==> src/rtl/vm_pkg.sv <==
// Shared definitions for the change dispenser: coin encodings, values in quarters, FSM states.
package vm_pkg;

  typedef enum logic [1:0] {
    COIN_1   = 2'd0,
    COIN_05  = 2'd1,
    COIN_025 = 2'd2
  } coin_e;

  localparam logic signed [15:0] VAL_1   = 16'sd4;
  localparam logic signed [15:0] VAL_05  = 16'sd2;
  localparam logic signed [15:0] VAL_025 = 16'sd1;

  typedef enum logic [2:0] {
    ST_IDLE,
    ST_SELECT,
    ST_REQ,
    ST_DONE,
    ST_FAULT
  } state_e;

  function automatic logic signed [15:0] coin_value(input coin_e c);
    logic signed [15:0] v;
    case (c)
      COIN_1:  v = VAL_1;
      COIN_05: v = VAL_05;
      default: v = VAL_025;
    endcase
    return v;
  endfunction

  function automatic logic [7:0] sat_inc(input logic [7:0] c);
    return (c == 8'hFF) ? c : c + 8'd1;
  endfunction

endpackage

==> src/rtl/change_dispense_ctrl_if.sv <==
// Command, inventory, ejector handshake and status bundle of the change dispenser.
interface change_dispense_ctrl_if;
  logic               in_start;
  logic signed [15:0] in_change;
  logic [7:0]         in_inv_1;
  logic [7:0]         in_inv_05;
  logic [7:0]         in_inv_025;
  logic               in_eject_ack;
  logic               in_abort;

  logic               out_eject_req;
  logic [1:0]         out_eject_type;
  logic [7:0]         out_cnt_1;
  logic [7:0]         out_cnt_05;
  logic [7:0]         out_cnt_025;
  logic signed [15:0] out_remain;
  logic               out_busy;
  logic               out_done;
  logic               out_short;
  logic               out_fault;

  modport master (
    output in_start, in_change, in_inv_1, in_inv_05, in_inv_025, in_eject_ack, in_abort,
    input  out_eject_req, out_eject_type, out_cnt_1, out_cnt_05, out_cnt_025,
           out_remain, out_busy, out_done, out_short, out_fault
  );

  modport slave (
    input  in_start, in_change, in_inv_1, in_inv_05, in_inv_025, in_eject_ack, in_abort,
    output out_eject_req, out_eject_type, out_cnt_1, out_cnt_05, out_cnt_025,
           out_remain, out_busy, out_done, out_short, out_fault
  );
endinterface

==> src/rtl/coin_select.sv <==
// Combinational greedy picker: largest coin not exceeding the amount owed that is still in stock.
module coin_select
  import vm_pkg::*;
(
  input  logic signed [15:0] remain_i,
  input  logic [7:0]         inv_1_i,
  input  logic [7:0]         inv_05_i,
  input  logic [7:0]         inv_025_i,
  output logic               vld_o,
  output coin_e              type_o
);

  always_comb begin
    vld_o  = 1'b0;
    type_o = COIN_1;
    if (remain_i >= VAL_1 && inv_1_i != 8'd0) begin
      vld_o  = 1'b1;
      type_o = COIN_1;
    end else if (remain_i >= VAL_05 && inv_05_i != 8'd0) begin
      vld_o  = 1'b1;
      type_o = COIN_05;
    end else if (remain_i >= VAL_025 && inv_025_i != 8'd0) begin
      vld_o  = 1'b1;
      type_o = COIN_025;
    end
  end

endmodule

==> src/rtl/change_dispense_ctrl.sv <==
// Greedy change dispenser issuing one coin per ejector handshake; first eject_req 2 cycles after start,
// each coin costs ack wait + 1 select cycle; a missing ack for ACK_TIMEOUT cycles latches FAULT until reset.
module change_dispense_ctrl
  import vm_pkg::*;
#(
  parameter int ACK_TIMEOUT = 15
) (
  input logic                   in_clka,
  input logic                   in_restart_n,
  change_dispense_ctrl_if.slave bus
);

  localparam int TW = $clog2(ACK_TIMEOUT + 1);

  state_e             state_q, state_d;
  logic signed [15:0] remain_q, remain_d;
  logic [7:0]         inv_1_q, inv_1_d, inv_05_q, inv_05_d, inv_025_q, inv_025_d;
  logic [7:0]         cnt_1_q, cnt_1_d, cnt_05_q, cnt_05_d, cnt_025_q, cnt_025_d;
  coin_e              type_q, type_d;
  logic               short_q, short_d;
  logic [TW-1:0]      tmo_q, tmo_d;

  logic               sel_vld;
  coin_e              sel_type;

  coin_select u_coin_select (
    .remain_i  (remain_q),
    .inv_1_i   (inv_1_q),
    .inv_05_i  (inv_05_q),
    .inv_025_i (inv_025_q),
    .vld_o     (sel_vld),
    .type_o    (sel_type)
  );

  always_ff @(posedge in_clka) begin
    if (!in_restart_n) begin
      state_q   <= ST_IDLE;
      remain_q  <= '0;
      inv_1_q   <= '0;
      inv_05_q  <= '0;
      inv_025_q <= '0;
      cnt_1_q   <= '0;
      cnt_05_q  <= '0;
      cnt_025_q <= '0;
      type_q    <= COIN_1;
      short_q   <= 1'b0;
      tmo_q     <= '0;
    end else begin
      state_q   <= state_d;
      remain_q  <= remain_d;
      inv_1_q   <= inv_1_d;
      inv_05_q  <= inv_05_d;
      inv_025_q <= inv_025_d;
      cnt_1_q   <= cnt_1_d;
      cnt_05_q  <= cnt_05_d;
      cnt_025_q <= cnt_025_d;
      type_q    <= type_d;
      short_q   <= short_d;
      tmo_q     <= tmo_d;
    end
  end

  always_comb begin
    state_d   = state_q;
    remain_d  = remain_q;
    inv_1_d   = inv_1_q;
    inv_05_d  = inv_05_q;
    inv_025_d = inv_025_q;
    cnt_1_d   = cnt_1_q;
    cnt_05_d  = cnt_05_q;
    cnt_025_d = cnt_025_q;
    type_d    = type_q;
    short_d   = short_q;
    tmo_d     = tmo_q;

    case (state_q)
      ST_IDLE: begin
        if (bus.in_start) begin
          inv_1_d   = bus.in_inv_1;
          inv_05_d  = bus.in_inv_05;
          inv_025_d = bus.in_inv_025;
          cnt_1_d   = '0;
          cnt_05_d  = '0;
          cnt_025_d = '0;
          short_d   = 1'b0;
          if (bus.in_change > 16'sd0) begin
            remain_d = bus.in_change;
            state_d  = ST_SELECT;
          end else begin
            remain_d = '0;
            state_d  = ST_DONE;
          end
        end
      end
      ST_SELECT: begin
        if (bus.in_abort) begin
          state_d = ST_IDLE;
        end else if (sel_vld) begin
          type_d  = sel_type;
          tmo_d   = '0;
          state_d = ST_REQ;
        end else begin
          short_d = (remain_q != 16'sd0);
          state_d = ST_DONE;
        end
      end
      ST_REQ: begin
        // An ack coincident with abort still counts the released coin.
        if (bus.in_eject_ack) begin
          remain_d = remain_q - coin_value(type_q);
          case (type_q)
            COIN_1: begin
              cnt_1_d = sat_inc(cnt_1_q);
              inv_1_d = inv_1_q - 8'd1;
            end
            COIN_05: begin
              cnt_05_d = sat_inc(cnt_05_q);
              inv_05_d = inv_05_q - 8'd1;
            end
            default: begin
              cnt_025_d = sat_inc(cnt_025_q);
              inv_025_d = inv_025_q - 8'd1;
            end
          endcase
          state_d = bus.in_abort ? ST_IDLE : ST_SELECT;
        end else if (bus.in_abort) begin
          state_d = ST_IDLE;
        end else begin
          tmo_d = tmo_q + 1'b1;
          if (tmo_q == TW'(ACK_TIMEOUT - 1)) begin
            state_d = ST_FAULT;
          end
        end
      end
      ST_DONE:  state_d = ST_IDLE;
      ST_FAULT: state_d = ST_FAULT;
      default:  state_d = ST_IDLE;
    endcase
  end

  assign bus.out_eject_req  = (state_q == ST_REQ);
  assign bus.out_eject_type = type_q;
  assign bus.out_cnt_1      = cnt_1_q;
  assign bus.out_cnt_05     = cnt_05_q;
  assign bus.out_cnt_025    = cnt_025_q;
  assign bus.out_remain     = remain_q;
  assign bus.out_busy       = (state_q == ST_SELECT) || (state_q == ST_REQ);
  assign bus.out_done       = (state_q == ST_DONE);
  assign bus.out_short      = short_q;
  assign bus.out_fault      = (state_q == ST_FAULT);

endmodule

==> src/flat_wrapper.sv <==
// flat-port wrapper written by rule: the top's interface ports become plain ports
module change_dispense_ctrl_flat import vm_pkg::*;
#(
  parameter int ACK_TIMEOUT = 15
)
  (in_clka, in_restart_n, bus_in_start, bus_in_change, bus_in_inv_1, bus_in_inv_05, bus_in_inv_025, bus_in_eject_ack, bus_in_abort, bus_out_eject_req, bus_out_eject_type, bus_out_cnt_1, bus_out_cnt_05, bus_out_cnt_025, bus_out_remain, bus_out_busy, bus_out_done, bus_out_short, bus_out_fault);
  change_dispense_ctrl_if bus_i ();
  input logic in_clka;
  input logic in_restart_n;
  input wire logic [$bits(bus_i.in_start)-1:0] bus_in_start;
  input wire logic [$bits(bus_i.in_change)-1:0] bus_in_change;
  input wire logic [$bits(bus_i.in_inv_1)-1:0] bus_in_inv_1;
  input wire logic [$bits(bus_i.in_inv_05)-1:0] bus_in_inv_05;
  input wire logic [$bits(bus_i.in_inv_025)-1:0] bus_in_inv_025;
  input wire logic [$bits(bus_i.in_eject_ack)-1:0] bus_in_eject_ack;
  input wire logic [$bits(bus_i.in_abort)-1:0] bus_in_abort;
  output wire logic [$bits(bus_i.out_eject_req)-1:0] bus_out_eject_req;
  output wire logic [$bits(bus_i.out_eject_type)-1:0] bus_out_eject_type;
  output wire logic [$bits(bus_i.out_cnt_1)-1:0] bus_out_cnt_1;
  output wire logic [$bits(bus_i.out_cnt_05)-1:0] bus_out_cnt_05;
  output wire logic [$bits(bus_i.out_cnt_025)-1:0] bus_out_cnt_025;
  output wire logic [$bits(bus_i.out_remain)-1:0] bus_out_remain;
  output wire logic [$bits(bus_i.out_busy)-1:0] bus_out_busy;
  output wire logic [$bits(bus_i.out_done)-1:0] bus_out_done;
  output wire logic [$bits(bus_i.out_short)-1:0] bus_out_short;
  output wire logic [$bits(bus_i.out_fault)-1:0] bus_out_fault;
  assign bus_i.in_start = bus_in_start;
  assign bus_i.in_change = bus_in_change;
  assign bus_i.in_inv_1 = bus_in_inv_1;
  assign bus_i.in_inv_05 = bus_in_inv_05;
  assign bus_i.in_inv_025 = bus_in_inv_025;
  assign bus_i.in_eject_ack = bus_in_eject_ack;
  assign bus_i.in_abort = bus_in_abort;
  assign bus_out_eject_req = bus_i.out_eject_req;
  assign bus_out_eject_type = bus_i.out_eject_type;
  assign bus_out_cnt_1 = bus_i.out_cnt_1;
  assign bus_out_cnt_05 = bus_i.out_cnt_05;
  assign bus_out_cnt_025 = bus_i.out_cnt_025;
  assign bus_out_remain = bus_i.out_remain;
  assign bus_out_busy = bus_i.out_busy;
  assign bus_out_done = bus_i.out_done;
  assign bus_out_short = bus_i.out_short;
  assign bus_out_fault = bus_i.out_fault;
  change_dispense_ctrl #(.ACK_TIMEOUT(ACK_TIMEOUT)) u_core (.in_clka(in_clka), .in_restart_n(in_restart_n), .bus(bus_i));
endmodule
==> config.mk <==
export PLATFORM = sky130hd
export DESIGN_NAME = change_dispense_ctrl_flat
export DESIGN_NICKNAME = d
export VERILOG_FILES = /design/src/rtl/vm_pkg.sv /design/src/rtl/change_dispense_ctrl_if.sv /design/src/rtl/coin_select.sv /design/src/rtl/change_dispense_ctrl.sv /design/src/flat_wrapper.sv
export SDC_FILE = /design/constraint.sdc
export NUM_CORES = 1
export LEC_CHECK = 0
export CORE_ASPECT_RATIO = 0.5
export CORE_MARGIN = 2
export CORE_UTILIZATION = 50
export CTS_CLUSTER_SIZE = 8
export DETAILED_ROUTE_END_ITERATION = 7
export DONT_BUFFER_PORTS = 1
export PLACE_DENSITY = 0.68
export SETUP_SLACK_MARGIN = 0.05
export SYNTH_ARGS = -nofsm -noshare
export SYNTH_HDL_FRONTEND = slang
export SYNTH_SLANG_ARGS = --single-unit
export TNS_END_PERCENT = 10
==> constraint.sdc <==
create_clock -name in_clka -period 2.1 [get_ports in_clka]
set_input_delay 0.21 -clock in_clka [delete_from_list [all_inputs] [get_ports in_clka]]
set_output_delay 0.21 -clock in_clka [all_outputs]
set_load 0.005 [all_outputs]
==> impl_metrics.json, run 1 <==
{
  "layout.nets": 660,
  "grt_pass1_vias": 3816,
  "skew_ps": 7.076,
  "numCtsBuffers": 9,
  "hold_viol": 0,
  "hold_path.class": "in -> reg",
  "yosysTopAreaCell": "dfxtp_1",
  "grt_pass1_wl_mm": 19.47,
  "cp_top_family": "compound AO/OA/AOI/OAI gates",
  "cts_tree": "done",
  "tns_ps": 0,
  "die_w_um": 134.6,
  "endpoint": "u_core.tmo_q[1]",
  "cts.clk_slew.worst_paths_ps": 60,
  "synth-async-reset-ratio": 0,
  "hold_ws_ps": 15.28,
  "max_slew_margin": 0.5550,
  "globalplace.congestion": 0.9134,
  "period_share": 0.9577,
  "layout-drive-gt1-share": 0.1587,
  "ir_drop_mv": 0.5202,
  "synth_fp_nets": 619,
  "route.vias.total": 4267,
  "htreeDepth": 3,
  "synth_seq_area_share": 0.3474,
  "setup_ws_ps": 88.89,
  "yosys_warnings": 0,
  "vias_per_cell": 5.951,
  "ys_ff_latch": 74,
  "clock-sinks": 74,
  "setup_viol": 0,
  "setup.worst_path.class": "reg -> reg",
  "antenna_cells": 0,
  "ff2ff_path_depth": 8,
  "grt_usage": 0.2597,
  "synthFlopType": "dfxtp_1",
  "startpoint_type": "flop",
  "core_sq_um": 8144,
  "cp_max_fo": 4,
  "drt-pass1-iter-count": 5,
  "max_stage_delay_ps": 330,
  "use_met2": 0.3798,
  "netlist.area_leader.share": 0.3474,
  "reg2reg_from": "u_core.bus.out_remain[6]",
  "final_cell_mix": "nor2_1 (78), dfxtp_1 (72), o21ai_0 (55)",
  "path_depth": 8,
  "synth_cell_type_count": 57,
  "worstReg2RegEnd": "u_core.tmo_q[1]",
  "syn_inst": 559,
  "synth_mux_area_frac": 0.002347,
  "rows": 23,
  "maxCapViolCount": 0,
  "hold-path-cell-count": 1,
  "drtIter0Drc": 321,
  "synth-edff-count": 0,
  "place_ws_ps": 7.984,
  "clk_path_buf_depth": 2,
  "grtUsageMet3": 0.09576,
  "leakagePower_nw": 2.049,
  "ant_nets": 0,
  "top_usage_layer": "met2",
  "wl_per_cell_um": 16.97,
  "critPathLaunch": "u_core.bus.out_remain[6]",
  "syn_to_final_growth_pct": 21.39,
  "synth_top_family_by_area": "simple AND/OR/NAND/NOR gates",
  "synth_area_sq_um": 4264,
  "die_h_um": 69.30,
  "synth_fa_ha_area_frac": 0.04577,
  "hpwl_mm": 8.104,
  "path_cells": "nor4_2, buf_4, nand4_1, buf_4, o31a_1, o31a_1, o21ai_0, a21boi_0",
  "powerDensity_nw_per_um2": 1059,
  "arrival_ps": 2230,
  "die-area_sq_um": 9328,
  "synthTopCellsByArea": "dfxtp_1 (35%), nor2_1 (7.0%), o21ai_0 (6.7%)",
  "grt_max_degree": 63,
  "worst_pin_slew_ps": 665.4,
  "r2r_slack_ps": 90,
  "status": "finished clean",
  "start_util": 0.5236,
  "grt_remaining_overflow": 0,
  "synth_area_per_cell_sq_um": 7.628,
  "met1_usage": 0.3566,
  "crit_path_top_delay_cell": "o31a_1",
  "fin_crit_ps": 2011,
  "fmax_ghz": 0.4972,
  "cp_num_buf_inv": 2,
  "cp.required_ps": 2320,
  "clk_latency_ps": 340,
  "drt-total-wl_mm": 12.17,
  "ioPinCount": 92,
  "nFillCells": 725,
  "synthSimpleGateAreaFrac": 0.2808,
  "synth_compound_area_frac": 0.2383,
  "cts_root_buf": "clkbuf_16",
  "antenna_found_initial": 0,
  "port_buffers": 0,
  "rsz0062_at_grt": "yes",
  "synth_xor_area_frac": 0.04519,
  "cp-end-kind": "flop",
  "slew_violations": 0,
  "final_common_cell": "nor2_1",
  "drc_errors": 0
}
## worst min-delay path by stage
stage | from | to | slack, ps
final | in_restart_n | u_core.bus.out_cnt_025[6] | 20
after global routing | in_restart_n | u_core.inv_025_q[3] | 8
after detailed placement | in_restart_n | u_core.bus.out_remain[4] | 340
after CTS | in_restart_n | u_core.bus.out_remain[3] | 0.2
after floorplan | bus_in_inv_05[0] | u_core.inv_05_q[0] | 370
after global placement | in_restart_n | u_core.bus.out_cnt_05[1] | 340
## flip-flops by register name, indices dropped and copies added (netlist names)
register / flops
u_core.bus.out_short: 1
u_core.bus.out_cnt_025: 8
u_core.inv_1_q: 8
u_core.tmo_q: 4
u_core.bus.out_eject_type: 2
u_core.inv_025_q: 8
u_core.inv_05_q: 8
u_core.bus.out_cnt_05: 8
u_core.bus.out_remain: 16
u_core.state_q: 3
u_core.bus.out_cnt_1: 8
## cells by family (layout without fill, tap and decap cells)
family | count (synthesis) | after routing
buf+inv | 45 | 91
mux | 1 | 1
compound gates | 158 | 158
simple gates | 244 | 244
fa+ha+maj | 15 | 15
flops | 74 | 74
xor+xnor | 22 | 22
## power by group
group | switching (mW) | internal (mW) | total (mW)
clock | 0.600 | 1.20 | 1.80
combinational | 1.13 | 0.857 | 1.99
sequential | 0.143 | 1.55 | 1.69
total | 1.88 | 3.60 | 5.48
## through the flow
| stage | util | instance area [sq um] | std cells | power (mW) |
|---|---|---|---|---|
| after detailed placement | 0.5761 | 4692 | 694 | 3.490 |
| after global routing | 0.6356 | 5176 | 717 | 5.798 |
| after floorplan | - | 4269 | 559 | 2.888 |
| after global placement | 0.5761 | 4692 | 694 | 3.474 |
| after CTS | 0.6221 | 5066 | 712 | 5.316 |
| final | 0.6356 | 5176 | 717 | 5.481 |
## per-layer routing
metal  share of wire  vias up
met5               0        -
met4           0.012        0
met3            0.10       18
met2            0.42      186
met1            0.47     1969
li1                -     2094
## cells in the mapped netlist, types with 4 or more instances
cell type	instances
xor2_1	16
a21boi_0	6
clkbuf_1	22
nor4_1	13
xnor2_1	6
nor2_1	80
and3_1	5
and2_1	19
a31oi_1	9
o21ai_0	57
a21oi_1	31
nor3b_1	8
nor2b_1	10
a211oi_1	4
nand2_1	45
nand4_1	9
nand2b_1	5
a32oi_1	5
nand3_1	22
inv_1	18
ha_1	14
a22oi_1	5
dfxtp_1	74
nor3_1	15
o211ai_1	7
## area by class of cell
cell class	count	area [sq um]	share of cell area
well taps	112	140.1	0.02707
flip-flops and latches	74	1484	0.2867
multi-input cells	440	2695	0.5207
repair buffers	56	440.4	0.08509
inverters	19	71.32	0.01378
clock buffers	12	246.5	0.04762
clock inverters	4	98.84	0.01910
## what timing repair did
action,in CTS,in global routing
resized for setup,5,18
pin swaps,3,7
gates cloned,0,0
hold buffers,2,1
endpoints found under the hold margin,15,3
endpoints found under the setup margin,10,20
setup buffers,0,4
Note: power is estimated with default switching activity, not from simulation.
==> run 2: changes to the inputs <==
--- a/config.mk
+++ b/config.mk
@@ -7,11 +7,11 @@
 export LEC_CHECK = 0
 export CORE_ASPECT_RATIO = 0.5
 export CORE_MARGIN = 2
-export CORE_UTILIZATION = 50
+export CORE_UTILIZATION = 30
 export CTS_CLUSTER_SIZE = 8
 export DETAILED_ROUTE_END_ITERATION = 7
 export DONT_BUFFER_PORTS = 1
-export PLACE_DENSITY = 0.68
+export PLACE_DENSITY = 0.45
 export SETUP_SLACK_MARGIN = 0.05
 export SYNTH_ARGS = -nofsm -noshare
 export SYNTH_HDL_FRONTEND = slang
==> run 2 against run 1 <==
Effect of this change:
- clock power fell by 15%
- largest power group unchanged
- non-clock buffer count rose by 12
- combinational power barely moved
==> impl_metrics.json, run 2 (synthesis results as in run 1) <==
{
  "reg2reg_from": "u_core.state_q[0]",
  "drc_errors": 0,
  "tns_ps": 0,
  "largest_register_ffs": 16,
  "die-area_sq_um": 15240,
  "vias_per_cell": 5.270,
  "core_sq_um": 13700,
  "wl_per_cell_um": 16.97,
  "maxCapViolCount": 0,
  "grt_pass1_vias": 3927,
  "period_share": 0.9471,
  "cts.clk_slew.worst_paths_ps": 60,
  "syn_to_final_growth_pct": 25.47,
  "worst_pin_slew_ps": 511.0,
  "cts_tree": "done",
  "die_w_um": 172.6,
  "route.vias.total": 4258,
  "final_common_cell": "nor2_1",
  "antenna_cells": 0,
  "cp_max_fo": 3,
  "port_buffers": 0,
  "grt_pass1_wl_mm": 21.47,
  "clk_latency_ps": 340,
  "ioPinCount": 92,
  "cts_root_buf": "clkbuf_16",
  "rsz0062_at_grt": "yes",
  "ff2ff_path_depth": 7,
  "layout-drive-gt1-share": 0.1769,
  "min_to": "u_core.tmo_q[0]",
  "fmax_ghz": 0.5028,
  "hold_ws_ps": 22.05,
  "htreeDepth": 3,
  "slew_violations": 0,
  "arrival_ps": 2210,
  "startpoint_type": "flop",
  "start_util": 0.3112,
  "globalplace.congestion": 0.8160,
  "drt-total-wl_mm": 13.72,
  "numCtsBuffers": 9,
  "min_from": "in_restart_n",
  "clock-sinks": 74,
  "rows": 30,
  "cp-end-kind": "flop",
  "hold_viol": 0,
  "die_h_um": 88.30,
  "layout.nets": 672,
  "grt_max_degree": 63,
  "drt-pass1-iter-count": 5,
  "ir_drop_mv": 0.5160,
  "hpwl_mm": 9.428,
  "skew_ps": 6.549,
  "fin_crit_ps": 1989,
  "final_cell_mix": "nor2_1 (79), dfxtp_1 (70), buf_4 (62)",
  "r2r_slack_ps": 110,
  "powerDensity_nw_per_um2": 977.6,
  "leakagePower_nw": 2.090,
  "cp.required_ps": 2320,
  "antenna_found_initial": 2,
  "setup_viol": 0,
  "status": "finished clean",
  "worstReg2RegEnd": "u_core.bus.out_cnt_1[7]",
  "dp.cells": 786,
  "hold-path-cell-count": 1,
  "setup.worst_path.class": "reg -> reg",
  "hold_path.class": "in -> reg",
  "finalNonFillerCells": 808,
  "clk_path_buf_depth": 2,
  "grt_remaining_overflow": 0,
  "max_slew_margin": 0.6581,
  "grt_usage": 0.1800,
  "ant_nets": 0,
  "drtIter0Drc": 277
}
==> run 2: area by class of cell <==
| cell class | count | area [sq um] |
|---|---|---|
| clock buffer | 12 | 246.5 |
| fill | 1428 | 8351 |
| multi-input combinational | 440 | 2726 |
| sequential | 74 | 1489 |
| tap | 192 | 240.2 |
| clock inverter | 3 | 40.04 |
| inverter | 19 | 71.32 |
| timing repair buffer | 68 | 536.8 |
==> run 2: worst max-delay path, cell delays in order, from the launching register on <==
cell and delay, ps:
dfxtp_2 330, or2_1 250, a21o_1 200, a311o_1 350
or3_4 340, buf_4 150, o21ai_0 200, a21oi_2 80
==> run 2: worst max path at each step <==
stage,start,to,depth (start not counted)
2_1_floorplan,u_core.state_q[2],u_core.bus.out_cnt_1[7],7
3_3_place_gp,u_core.bus.out_eject_type[1],u_core.bus.out_remain[14],9
3_5_place_dp,u_core.bus.out_eject_type[1],u_core.bus.out_remain[14],9
4_1_cts,u_core.bus.out_eject_type[0],u_core.bus.out_remain[14],9
5_1_grt,u_core.bus.out_eject_type[1],u_core.bus.out_remain[10],9
6_report,u_core.state_q[0],u_core.bus.out_cnt_1[7],7
==> run 2: layer usage <==
metal,vias up,global-route usage,share of wire,wire length [um]
li1,2122,-,-,-
met1,1998,0.2405,0.50,6850
met2,121,0.2840,0.43,5874
met3,17,0.05756,0.061,832
met4,0,0.04662,0.011,157
met5,-,0,0,0
==> run 2: repair_timing <==
action | CTS | global route
hold buffers | 3 | 1
gates resized for setup | 6 | 23
setup endpoints to repair | 8 | 16
buffers inserted | 2 | 1
hold endpoints to repair | 4 | 3
pin swaps | 8 | 11
==> run 2: through the flow <==
stage,instance area [sq um],setup WS (ps),util,power (mW)
finish,5350,111.0,0.3905,5.230
floorplan,4269,-38.54,-,2.888
detailed placement,4882,-66.09,0.3563,3.589
global placement,4882,-12.59,0.3563,3.592
global route,5350,37.86,0.3905,5.592
CTS,5233,-16.06,0.3819,5.184
==> run 2: where the power goes <==
group	total, mW	switching, mW	internal, mW
Sequential	1.70	0.143	1.55
Combinational	2.00	1.14	0.864
Clock	1.53	0.591	0.943
==> run 3: changes to the inputs <==
--- a/config.mk
+++ b/config.mk
@@ -5,6 +5,7 @@
 export SDC_FILE = /design/constraint.sdc
 export NUM_CORES = 1
 export LEC_CHECK = 0
+export ABC_AREA = 1
 export CORE_ASPECT_RATIO = 0.5
 export CORE_MARGIN = 2
 export CORE_UTILIZATION = 30
==> run 3 against run 2 <==
Effect of this change:
- final cell count up 20%
- sequential power is essentially flat
- die area grew 7.6%
- maximum frequency up 3.8%
- combinational power hardly changed
- clock skew rose by 2.6 ps
- sequential share of layout area is essentially flat
- critical path depth is 5 higher
==> impl_metrics.json, run 3 <==
{
  "vias_per_cell": 4.869,
  "maxCapViolCount": 0,
  "grt_usage": 0.1821,
  "ioPinCount": 92,
  "startpoint_type": "flop",
  "power_mw": 5.178,
  "multi_input_area_sq_um": 2703,
  "antenna_cells": 0,
  "synth_common_cells": "nand2_1 (181), nor2_1 (124), inv_1 (81), dfxtp_1 (74), a21oi_1 (64)",
  "ant_nets": 0,
  "globalplace.congestion": 0.8286,
  "cts_tree": "done",
  "cts_root_buf": "clkbuf_16",
  "worst_pin_slew_ps": 587.1,
  "drc_errors": 0,
  "r2r_slack_ps": 180,
  "route.vias.total": 4708,
  "core_sq_um": 14700,
  "synth_area_sq_um": 4598,
  "dp.cells": 950,
  "layout.nets": 824,
  "fmax_ghz": 0.5221,
  "synthTopCellsByArea": "dfxtp_1 (32%), nand2_1 (15%), nor2_1 (10%)",
  "yosys_warnings": 0,
  "grt_pass1_wl_mm": 23.27,
  "yosysMostFrequentCell": "nand2_1",
  "ir_drop_mv": 0.3945,
  "status": "finished clean",
  "clk_latency_ps": 340,
  "drt-total-wl_mm": 14.56,
  "die_h_um": 91.54,
  "grt_remaining_overflow": 0,
  "setup_viol": 0,
  "cp_max_fo": 4,
  "die-area_sq_um": 16390,
  "cts.clk_slew.worst_paths_ps": 60,
  "rows": 31,
  "ys_ff_latch": 74,
  "period_share": 0.9120,
  "layout-drive-gt1-share": 0.09623,
  "synth-edff-count": 0,
  "htreeDepth": 3,
  "hold_viol": 0,
  "drt-pass1-iter-count": 5,
  "grt_max_degree": 39,
  "syn_to_final_growth_pct": 15.84,
  "hpwl_mm": 10.81,
  "powerDensity_nw_per_um2": 972.1,
  "largest_register_ffs": 16,
  "syn_inst": 742,
  "die_w_um": 179.1,
  "clock-sinks": 74,
  "final_common_cell": "nand2_1",
  "numCtsBuffers": 9,
  "start_util": 0.3128,
  "ff_latch_area_sq_um": 1484,
  "min_from": "in_restart_n",
  "synth_area_per_cell_sq_um": 6.197,
  "rsz0062_at_grt": "yes",
  "port_buffers": 0,
  "drtIter0Drc": 353,
  "netlist.area_leader.share": 0.3222,
  "antenna_found_initial": 0,
  "skew_ps": 9.180,
  "reg2reg_from": "u_core.bus.out_eject_type[1]",
  "synth_seq_area_share": 0.3222,
  "finalNonFillerCells": 967,
  "wl_per_cell_um": 15.06,
  "leakagePower_nw": 2.289,
  "fin_crit_ps": 1915,
  "max_slew_margin": 0.6073,
  "cp-end-kind": "flop",
  "slew_violations": 0,
  "clk_path_buf_depth": 2,
  "yosysTopAreaCell": "dfxtp_1",
  "hold_path.class": "in -> reg",
  "synth_fp_nets": 802,
  "setup.worst_path.class": "reg -> reg",
  "critPathLaunch": "u_core.bus.out_eject_type[1]",
  "synth-async-reset-ratio": 0,
  "grt_pass1_vias": 4384,
  "arrival_ps": 2190,
  "synth_cell_type_count": 34,
  "nFillCells": 1586,
  "cp.required_ps": 2370,
  "synthFlopType": "dfxtp_1",
  "final_cell_mix": "nand2_1 (176), nor2_1 (124), inv_1 (79)"
}
-- run 3: cell count changes after synthesis, moves of 12 or more --
cell,change
a21oi_1,+33
and2_1,-19
inv_1,+63
nand2_1,+136
nand3_1,+24
nor2_1,+44
nor4_1,-12
o21ai_0,-17
-- run 3: cell type report --
class                      count  area share
sequential                    74      0.2786
tap                          198     0.04651
clock buffer                  10     0.04487
clock inverter                 6    0.007752
multi-input combinational    556      0.5074
inverter                      88     0.06202
timing repair buffer          35     0.05285
-- run 3: final timing paths --
check,end,cells past startpoint
worst max-delay path,u_core.bus.out_remain[13],12
worst min-delay path,u_core.bus.out_remain[4],2
worst min register to register,u_core.inv_025_q[7],2
worst max register to register,u_core.bus.out_remain[13],12
-- run 3: where the power goes --
part           switching [mW]  internal [mW]  total (mW)
clock network           0.647          0.832        1.48
logic                    1.30          0.661        1.97
registers               0.151           1.58        1.73
-- run 3: timing repair --
item,CTS,global route
gates resized for setup,1,11
hold buffers,1,0
setup endpoints to repair,3,36
endpoints found under the hold margin,10,0
setup buffers,0,0
-- run 3: cell families (layout without fill, tap and decap cells) --
logic type	after synthesis	in the layout	synth area share
and+or+nand+nor	385	385	0.3437
adders and majority gates	15	15	0.04245
xor gates and xnor gates	17	17	0.03238
DFF	74	74	0.3222
buffers and inverters	112	139	0.09632
AOI/OAI and AO/OA	139	139	0.1630
-- run 3: worst max-delay path, stage by stage, from the launching register on --
cell and delay [ps]:
dfxtp_2 340, inv_2 90, nand2_2 110, ha_1 340
a21oi_1 130, nand2_1 130, inv_2 110, nand2_1 110
nor2_1 150, nand3_1 80, o21ai_0 80, nand2_1 70
a21oi_1 110
-- run 3: through the flow --
step	area, sq um	util	hold WS, ps	worst slack (ps)	TNS [ps]
CTS	5299	0.3605	0.2877	42.80	0
detailed placement	5004	0.3404	343.2	-1.392	-1.392
floorplan	4598	-	348.3	336.2	0
global route	5326	0.3623	9.348	-1.913	-3.643
global placement	5004	0.3404	344.4	60.34	0
finish	5326	0.3623	11.79	184.7	0
-- run 3: metal layers --
layer,vias up,track usage,part of all wire
li1,2448,-,-
met1,2136,0.2625,0.51
met2,109,0.2590,0.39
met3,15,0.05863,0.080
met4,0,0.04268,0.012
met5,-,0,0
